### config.mk
export PLATFORM = sky130hd
export DESIGN_NAME = pipe_step_ctrl_flat
export DESIGN_NICKNAME = d
export VERILOG_FILES = /design/src/rtl/pipe_step_ctrl_pkg.sv /design/src/rtl/pipe_step_ctrl_if.sv /design/src/rtl/pipe_step_ctrl_sync_edge.sv /design/src/rtl/pipe_step_ctrl.sv /design/src/flat_wrapper.sv
export SDC_FILE = /design/constraint.sdc
export NUM_CORES = 1
export LEC_CHECK = 0
export CAP_MARGIN = 5
export CORE_ASPECT_RATIO = 0.9
export CORE_UTILIZATION = 41
export DETAILED_ROUTE_END_ITERATION = 16
export PLACE_DENSITY_LB_ADDON = 0.3
export SYNTH_ARGS = -nofsm -noshare
export SYNTH_HDL_FRONTEND = slang
export SYNTH_SLANG_ARGS = --single-unit
### constraint.sdc
create_clock -name CCLK -period 3.41 [get_ports CCLK]
set_input_delay 0.341 -clock CCLK [delete_from_list [all_inputs] [get_ports CCLK]]
set_output_delay 0.341 -clock CCLK [all_outputs]
set_load 0.005 [all_outputs]
### src/rtl/pipe_step_ctrl_pkg.sv
// Shared types and defaults for the pipeline step/run controller.
// FSM encodings are fixed because the display decodes the raw state value.
package pipe_step_ctrl_pkg;

  typedef enum logic [1:0] {
    ST_IDLE = 2'd0,
    ST_STEP = 2'd1,
    ST_RUN  = 2'd2,
    ST_HALT = 2'd3
  } state_e;

  localparam int unsigned RUN_DIV_DEFAULT = 25000;
  localparam int unsigned CNT_W_DEFAULT   = 8;

  // Divider counts 0..div-1, so it needs clog2(div) bits, never fewer than one.
  function automatic int unsigned div_width(input int unsigned div);
    return (div <= 2) ? 1 : $clog2(div);
  endfunction

endpackage

### src/rtl/pipe_step_ctrl_if.sv
// Bundle of the controller's user/CPU-facing signals; clock and reset stay outside.
// master = stimulus/CPU side, slave = pipe_step_ctrl.
interface pipe_step_ctrl_if #(
  parameter int unsigned CNT_W = 8
);
  logic             step_btn;
  logic             run_sw;
  logic             brk_en;
  logic [31:0]      brk_pc;
  logic [31:0]      if_pc;
  logic             pipe_en;
  logic             lcd_refresh;
  logic [CNT_W-1:0] cyc_cnt;
  logic             halted;
  logic [1:0]       state;

  modport master (
    output step_btn, run_sw, brk_en, brk_pc, if_pc,
    input  pipe_en, lcd_refresh, cyc_cnt, halted, state
  );

  modport slave (
    input  step_btn, run_sw, brk_en, brk_pc, if_pc,
    output pipe_en, lcd_refresh, cyc_cnt, halted, state
  );
endinterface

### src/rtl/pipe_step_ctrl_sync_edge.sv
// Two-flop synchroniser with a rising-edge detector for an asynchronous level.
// A level already high when reset releases is taken as the baseline, not an edge.
module sync_edge (
  input  logic clk_i,
  input  logic rst_ni,
  input  logic d_i,
  output logic level_o,
  output logic rise_o
);

  logic       meta_q;
  logic       sync_q;
  logic       prev_q;
  logic [1:0] arm_q;

  // Until armed, prev_q follows the first flop so it already holds whatever the
  // second flop is about to show, which hides a level present at reset release.
  always_ff @(posedge clk_i or negedge rst_ni) begin
    if (!rst_ni) begin
      meta_q <= 1'b0;
      sync_q <= 1'b0;
      prev_q <= 1'b0;
      arm_q  <= 2'b00;
    end else begin
      meta_q <= d_i;
      sync_q <= meta_q;
      arm_q  <= {arm_q[0], 1'b1};
      prev_q <= arm_q[1] ? sync_q : meta_q;
    end
  end

  assign level_o = sync_q;
  assign rise_o  = sync_q & ~prev_q & arm_q[1];

endmodule

### src/rtl/pipe_step_ctrl.sv
// Single-step / free-run / breakpoint controller producing the pipeline advance pulse.
// Define PIPE_STEP_BRK_EN to compile in the breakpoint compare and the HALT state.
module pipe_step_ctrl
  import pipe_step_ctrl_pkg::*;
#(
  parameter int unsigned RUN_DIV = RUN_DIV_DEFAULT,
  parameter int unsigned CNT_W   = CNT_W_DEFAULT
) (
  input  logic            CCLK,
  input  logic            rst_n,
  pipe_step_ctrl_if.slave bus
);

  localparam int unsigned      DIV_W    = div_width(RUN_DIV);
  localparam logic [DIV_W-1:0] DIV_LAST = DIV_W'(RUN_DIV - 1);

  logic step_evt;
  logic run_lvl;
  logic step_unused_lvl;
  logic run_unused_rise;
  logic brk_hit;

  state_e           state_q,   state_d;
  logic [DIV_W-1:0] div_q,     div_d;
  logic             pipe_en_q, pipe_en_d;
  logic             lcd_q,     lcd_d;
  logic [CNT_W-1:0] cnt_q,     cnt_d;
  logic             halted_q,  halted_d;
  logic             boot_q;

  sync_edge u_step_sync (
    .clk_i   (CCLK),
    .rst_ni  (rst_n),
    .d_i     (bus.step_btn),
    .level_o (step_unused_lvl),
    .rise_o  (step_evt)
  );

  sync_edge u_run_sync (
    .clk_i   (CCLK),
    .rst_ni  (rst_n),
    .d_i     (bus.run_sw),
    .level_o (run_lvl),
    .rise_o  (run_unused_rise)
  );

`ifdef PIPE_STEP_BRK_EN
  assign brk_hit = bus.brk_en && (bus.if_pc == bus.brk_pc);
`else
  logic brk_unused;
  assign brk_unused = bus.brk_en ^ (^bus.brk_pc) ^ (^bus.if_pc);
  assign brk_hit    = 1'b0;
`endif

  always_comb begin
    state_d   = state_q;
    div_d     = div_q;
    pipe_en_d = 1'b0;
    case (state_q)
      ST_IDLE: begin
        if (run_lvl) begin
          state_d = ST_RUN;
        end else if (step_evt) begin
          state_d   = ST_STEP;
          pipe_en_d = 1'b1;
        end
      end
      ST_STEP: begin
        state_d = ST_IDLE;
      end
      ST_RUN: begin
        // Dropping run_sw beats a wrap in the same cycle: no late pulse escapes.
        if (!run_lvl) begin
          state_d = ST_IDLE;
          div_d   = '0;
        end else if (div_q == DIV_LAST) begin
          div_d = '0;
          if (brk_hit) begin
            state_d = ST_HALT;
          end else begin
            pipe_en_d = 1'b1;
          end
        end else begin
          div_d = div_q + 1'b1;
        end
      end
`ifdef PIPE_STEP_BRK_EN
      ST_HALT: begin
        // Steps taken here skip the breakpoint compare so execution can move past it.
        if (!run_lvl) begin
          state_d = ST_IDLE;
        end else if (step_evt) begin
          pipe_en_d = 1'b1;
        end
      end
`endif
      default: begin
        state_d = ST_IDLE;
        div_d   = '0;
      end
    endcase
  end

  always_comb begin
    lcd_d = pipe_en_q | ~boot_q;
    cnt_d = cnt_q + CNT_W'(pipe_en_q);
`ifdef PIPE_STEP_BRK_EN
    halted_d = (state_d == ST_HALT);
`else
    halted_d = 1'b0;
`endif
  end

  // boot_q marks the first cycle after reset release so the display repaints once.
  always_ff @(posedge CCLK or negedge rst_n) begin
    if (!rst_n) begin
      state_q   <= ST_IDLE;
      div_q     <= '0;
      pipe_en_q <= 1'b0;
      lcd_q     <= 1'b0;
      cnt_q     <= '0;
      halted_q  <= 1'b0;
      boot_q    <= 1'b0;
    end else begin
      state_q   <= state_d;
      div_q     <= div_d;
      pipe_en_q <= pipe_en_d;
      lcd_q     <= lcd_d;
      cnt_q     <= cnt_d;
      halted_q  <= halted_d;
      boot_q    <= 1'b1;
    end
  end

  assign bus.pipe_en     = pipe_en_q;
  assign bus.lcd_refresh = lcd_q;
  assign bus.cyc_cnt     = cnt_q;
  assign bus.halted      = halted_q;
  assign bus.state       = state_q;

endmodule

### src/flat_wrapper.sv
// flat-port wrapper written by rule: the top's interface ports become plain ports
module pipe_step_ctrl_flat import pipe_step_ctrl_pkg::*;
#(
  parameter int unsigned RUN_DIV = RUN_DIV_DEFAULT,
  parameter int unsigned CNT_W   = CNT_W_DEFAULT
)
  (CCLK, rst_n, bus_step_btn, bus_run_sw, bus_brk_en, bus_brk_pc, bus_if_pc, bus_pipe_en, bus_lcd_refresh, bus_cyc_cnt, bus_halted, bus_state);
  pipe_step_ctrl_if #(.CNT_W(CNT_W)) bus_i ();
  input  logic CCLK;
  input  logic rst_n;
  input wire logic [$bits(bus_i.step_btn)-1:0] bus_step_btn;
  input wire logic [$bits(bus_i.run_sw)-1:0] bus_run_sw;
  input wire logic [$bits(bus_i.brk_en)-1:0] bus_brk_en;
  input wire logic [$bits(bus_i.brk_pc)-1:0] bus_brk_pc;
  input wire logic [$bits(bus_i.if_pc)-1:0] bus_if_pc;
  output wire logic [$bits(bus_i.pipe_en)-1:0] bus_pipe_en;
  output wire logic [$bits(bus_i.lcd_refresh)-1:0] bus_lcd_refresh;
  output wire logic [$bits(bus_i.cyc_cnt)-1:0] bus_cyc_cnt;
  output wire logic [$bits(bus_i.halted)-1:0] bus_halted;
  output wire logic [$bits(bus_i.state)-1:0] bus_state;
  assign bus_i.step_btn = bus_step_btn;
  assign bus_i.run_sw = bus_run_sw;
  assign bus_i.brk_en = bus_brk_en;
  assign bus_i.brk_pc = bus_brk_pc;
  assign bus_i.if_pc = bus_if_pc;
  assign bus_pipe_en = bus_i.pipe_en;
  assign bus_lcd_refresh = bus_i.lcd_refresh;
  assign bus_cyc_cnt = bus_i.cyc_cnt;
  assign bus_halted = bus_i.halted;
  assign bus_state = bus_i.state;
  pipe_step_ctrl #(.RUN_DIV(RUN_DIV), .CNT_W(CNT_W)) u_core (.CCLK(CCLK), .rst_n(rst_n), .bus(bus_i));
endmodule
# Yosys cells after proc, flatten, opt, wreduce, memory -nomap -nowiden
# Cells that the tools add are included.
dict set report totals {
  ff_bits 35
  inputBits 69
  output_inout_bits 13
  wordCells 40
}
dict set report op_classes {
  addsub 2
  eq_ne 5
  mux 13
  bitwise 5
  n_reduce_logical 3
}
# op n
set op_table {}
lappend op_table {{$mux 15} 2}
lappend op_table {{$pmux 15 s2} 1}
lappend op_table {{$add 15x1->15 const B} 1}
lappend op_table {{$eq 15x15->1 const B} 1}
lappend op_table {{$add 8x1->8} 1}
lappend op_table {{$mux 2} 3}
lappend op_table {{$mux 1} 5}
lappend op_table {{$pmux 2 s2} 1}
lappend op_table {{$ne 3x2->1 const B} 1}
lappend op_table {{$and 1x1->1} 2}
lappend op_table {{$eq 2x1->1 const B} 1}
lappend op_table {{$eq 2x2->1 const B} 1}
lappend op_table {{$logic_not 2->1} 1}
lappend op_table {{$ne 2x2->1 const B} 1}
lappend op_table {{$not 1->1} 2}
lappend op_table {{$pmux 1 s2} 1}
lappend op_table {{$reduce_and 2->1} 1}
lappend op_table {{$reduce_or 2->1} 1}
lappend op_table {{$or 1x1->1} 1}

# Logic depth before layout (Yosys ltp)
dict set report logic_depth {
  word_depth 6
  ltp_mapped 6
  depth_no_buf 5
}

# Cells and area by module
# A second synthesis with hierarchy kept.
dict set report unflattened {
  hier_cells 140
  area_unflattened_um2 1601.5
}
# module instances cells_per_inst area_each_um2 seq_area_each_um2
set modules_own_cells {}
lappend modules_own_cells {pipe_step_ctrl 1 124 1293.7 700.7}
lappend modules_own_cells {sync_edge 2 8 153.9 125.1}

# Worst setup path after synthesis
# OpenSTA, ideal clock, no wires.
dict set report synth_path {
  path_type {register -> register}
  startpoint {register u_core.div_q[0]}
  endpoint {register u_core.div_q[4]}
  setup_time_ns 0.119
  t_arrival_ns 1.902
  required_ns 3.291
  slack_ns 1.389
  stages_incl_launch_ff 7
  path_buffers 1
  period_less_slack_ns 2.021
  path_cell_list {dfrtp_1 > ha_1 > or4bb_1 > or4_4 > a21boi_2 > buf_6 > nor2_2}
}
dict set report synth_between {
  elab_chain_len 4
  word_cells_on_any_way 5
  cone_classes {1 x add/sub; 1 x eq/ne; 3 x mux}
}
# element line_no
set synth_rtl {}
lappend synth_rtl {{start, declared} pipe_step_ctrl.sv:24} ;# logic [DIV_W-1:0] div_q, div_d;
lappend synth_rtl {{start signal, assigned} pipe_step_ctrl.sv:126} ;# div_q <= div_d;
lappend synth_rtl {{$add 15x1->15 / $eq 15x15->1 (equally long branches)} {pipe_step_ctrl.sv:84, pipe_step_ctrl.sv:76}}
lappend synth_rtl {{$mux 15 *} pipe_step_ctrl.sv:76} ;# end else if (div_q == DIV_LAST) begin
lappend synth_rtl {{$mux 15 *} pipe_step_ctrl.sv:73} ;# if (!run_lvl) begin
lappend synth_rtl {{$pmux 15 s2 *} pipe_step_ctrl.sv:59} ;# case (state_q)
# Every way passes the cells marked *; elsewhere a longest branch is shown, timed or not.
# A chain may end at the register's enable or synchronous reset.

# Worst setup path in the final report
dict set report layout_path {
  startpoint {register u_core.div_q[0]}
  endpoint {register u_core.div_q[9]}
}
# Same word-level chain as after synthesis.

==> run_results.csv <==
group,metric,value,unit
outcome,outcome,"complete, no violations",
final_layout,final_cell_count_no_fill,188,
logic_synthesis,synth_top_area_share,58.2,%
routing,drtIter0Drc,22,
die,die_w,64.9,um
die,start_util,43.3,%
sta,fmax,391,MHz
sta,min_period_over_period,74.9,%
sta,hold_violations,0,
place,numPortBuffers,15,
cts,root_buffer,"clkbuf_8",
critical_path,crit_fanout,12,
logic_synthesis,synth-seq-cells,34,
sta,tightest_slew,752,ps
critical_path,critPathMaxStageDelay,610,ps
logic_synthesis,yosysSeqAreaShare,58.2,%
global_route,grt_first_pass_wirelength,4.04,mm
final_layout,stdcell_area,0.00176,mm2
die,io_pins,82,
global_route,grt.overflow.total,0,
critical_path,cp.arrival,2690,ps
logic_synthesis,synth_cell_types,28,
cts,clkSinkCount,34,
global_route,grt_pass1_vias,902,
place,hpwl,1.68,mm
critical_path,ff2ff_setup_slack,860,ps
routing,drt-vias-per-instance,5.06,
logic_synthesis,synth_area_leaders,"dfrtp_1, xnor2_1, nor2_2",
logic_synthesis,yosysTopAreaCell,"dfrtp_1",
critical_path,crit_required,3540,ps
cts,clockBufferDepth,2,
hold_path,hold_end,"u_core.u_run_sync.level_o",
cts,cts_tree,"yes",
critical_path,worst_setup_path_end_kind,"flop",
global_route,antenna_found_initial,0,
die,fp-row-count,20,
die,core_area,0.00338,mm2
cts,clk_pin_slew,60,ps
routing,drc,0,
place,gp_congestion,0.757,
critical_path,critPathBufInv,0,
logic_synthesis,syn_area,0.00146,mm2
final_layout,post-route-util,52.2,%
sta,tns,0,ps
logic_synthesis,syn_area_per_cell,11.8,um2
critical_path,slowest_stage,"a21boi_2",
critical_path,worstSetupPathType,"reg -> reg",
pwr,peakVddDrop,0.281,mV
pwr,power.density,508,mW/mm2
sta,period_minus_slack,2550,ps
cts,cts_buffers,5,
final_layout,n_fill_cell,318,
sta,timing.slew.headroom,49.5,%
pwr,p_leak,0.000738,uW
run,cap_viol_max_count,0,
critical_path,critical_path.cell_chain,"ha_1, or4bb_1, or4_4, a21boi_2, nor2_1",
final_layout,drive_gt1_share,14.6,%
logic_synthesis,synth_fp_nets,196,
global_route,grt_max_degree,35,
cts,ctsHoldBuffers,0,
sta,slew_viol_final,0,
critical_path,critical_path.top_delay_family,"simple AND/OR/NAND/NOR gates",
critical_path,r2r-end,"u_core.div_q[9]",
hold_path,holdPathStages,0,
cts,post_cts_buffers,0,
sta,finClkSkew,6.07,ps
die,die-area,0.00381,mm2
hold_path,hold_start,"u_core.u_run_sync.meta_q",
routing,ant_nets,0,
global_route,grt_use_total,14.8,%
cts,insertion_delay,280,ps
hold_path,hp-class,"reg -> reg",
final_layout,antenna_cells_inserted,0,
place,dpl_cell_area,0.00165,mm2
sta,setup_viol_count_final,0,
place,place_inst,181,
critical_path,r2r_cells,5,
final_layout,area_growth,20.6,%
routing,first_pass_iters,4,
routing,vias,952,
die,die_h,58.6,um
cts,htree_levels,2,
routing,wl,2.39,mm
critical_path,r2r_start,"u_core.div_q[0]",
routing,wire_per_inst,12.7,um
critical_path,crit_path_start_kind,"flop",
final_layout,fin_nets,216,
sta,rsz0062_at_grt,"false",
cts,cts.repair.resized,0,
logic_synthesis,ys_warn_count,0,
logic_synthesis,postSynthCellCount,124,
## cells by family after synthesis
kind of cell,after synthesis,share of synthesized area (%)
multiplexers,2,1.46
AO/OA/AOI/OAI,5,2.40
flip-flops,34,58.2
buffers and inverters,8,2.91
other,2,0.514
adder cells (fa/ha/maj),3,2.57
AND/OR/NAND/NOR,52,21.1
XOR/XNOR,18,10.8
## how the worst max path moves through the flow
stage / depth (start not counted) / from / endpoint / slack (ps)
after floorplan: 6 / u_core.div_q[0] / u_core.div_q[4] / 1390
after global placement: 5 / u_core.div_q[0] / u_core.div_q[9] / 940
after detailed placement: 5 / u_core.div_q[0] / u_core.div_q[9] / 840
after CTS: 5 / u_core.div_q[0] / u_core.div_q[9] / 820
after global routing: 5 / u_core.div_q[0] / u_core.div_q[10] / 700
final: 5 / u_core.div_q[0] / u_core.div_q[9] / 860
## per-stage QoR
step / hold WS (ps) / power [uW] / worst slack (ps)
2_1_floorplan: 45.4 / 484 / 1390
3_3_place_gp: 336 / 532 / 935
3_5_place_dp: 335 / 535 / 837
4_1_cts: 348 / 908 / 817
5_1_grt: 358 / 937 / 701
6_report: 343 / 896 / 855
## routing by layer
layer  GRT usage, %  vias to the layer above  part of all wire, %
li1               -                      456                    -
met1           17.2                      467                   45
met2           22.9                       23                   46
met3           6.40                        6                  6.2
met4           8.57                        0                  2.1
met5              0                        -                    0
## final cells by class
| cell class | instances | area [um2] | share of cell area (%) |
|---|---|---|---|
| inverter | 5 | 18.8 | 1.06 |
| tap | 44 | 55.1 | 3.12 |
| multi-input combinational | 82 | 568 | 32.2 |
| clock buffer | 6 | 82.6 | 4.68 |
| clock inverter | 1 | 30.0 | 1.70 |
| timing repair buffer | 16 | 158 | 8.94 |
| sequential | 34 | 851 | 48.3 |
## worst register-to-register path: stages (launching register included)
cell,delay (ps)
dfrtp_1,440
ha_1,250
or4bb_1,510
or4_4,470
a21boi_2,610
nor2_1,120
## synth_stat cells, drive strengths merged
library cell   n
dfrtp         34
xnor2         15
nor2          13
nand3          9
nand2          6
inv            5
nor3           5
nor4           5
nand4          4
buf            3
ha             3
nand2b         3
xor2           3
and3           2
conb           2
nand4bb        2
o21ai          2
a21boi         1
mux2           1
mux2i          1
o21bai         1
o22ai          1
or4            1
or4b           1
or4bb          1
## cell usage in the layout (no fill, tap or decap), drive strengths merged
cell type / count
nor3: 5
a21boi: 1
o21bai: 1
mux2: 1
nor4: 5
ha: 3
conb: 2
dfrtp: 34
nand4bb: 2
clkbuf: 6
or4bb: 1
and3: 2
xnor2: 15
inv: 5
nand2b: 3
or4b: 1
nand3: 9
clkdlybuf4s50: 15
nand4: 4
bufinv: 1
xor2: 3
or4: 1
mux2i: 1
nor2: 13
o21ai: 2
nand2: 6
buf: 1
o22ai: 1
## flip-flops by register name (all words and copies together) (netlist names)
name	flops
u_core.u_step_sync.meta_q	1
u_core.u_step_sync.level_o	1
u_core.u_step_sync.prev_q	1
u_core.bus.lcd_refresh	1
u_core.bus.pipe_en	1
u_core.u_run_sync.meta_q	1
u_core.u_run_sync.level_o	1
u_core.div_q	15
u_core.bus.cyc_cnt	8
u_core.bus.state	2
u_core.u_step_sync.arm_q	2
## report_power, final
group	leakage [uW]	switching, uW	internal [uW]	total (uW)
Clock	0.0000573	137	234	370
Sequential	0.000448	22.2	429	451
Combinational	0.000232	30.8	43.7	74.5
Note: power is estimated with default switching activity, not from simulation.
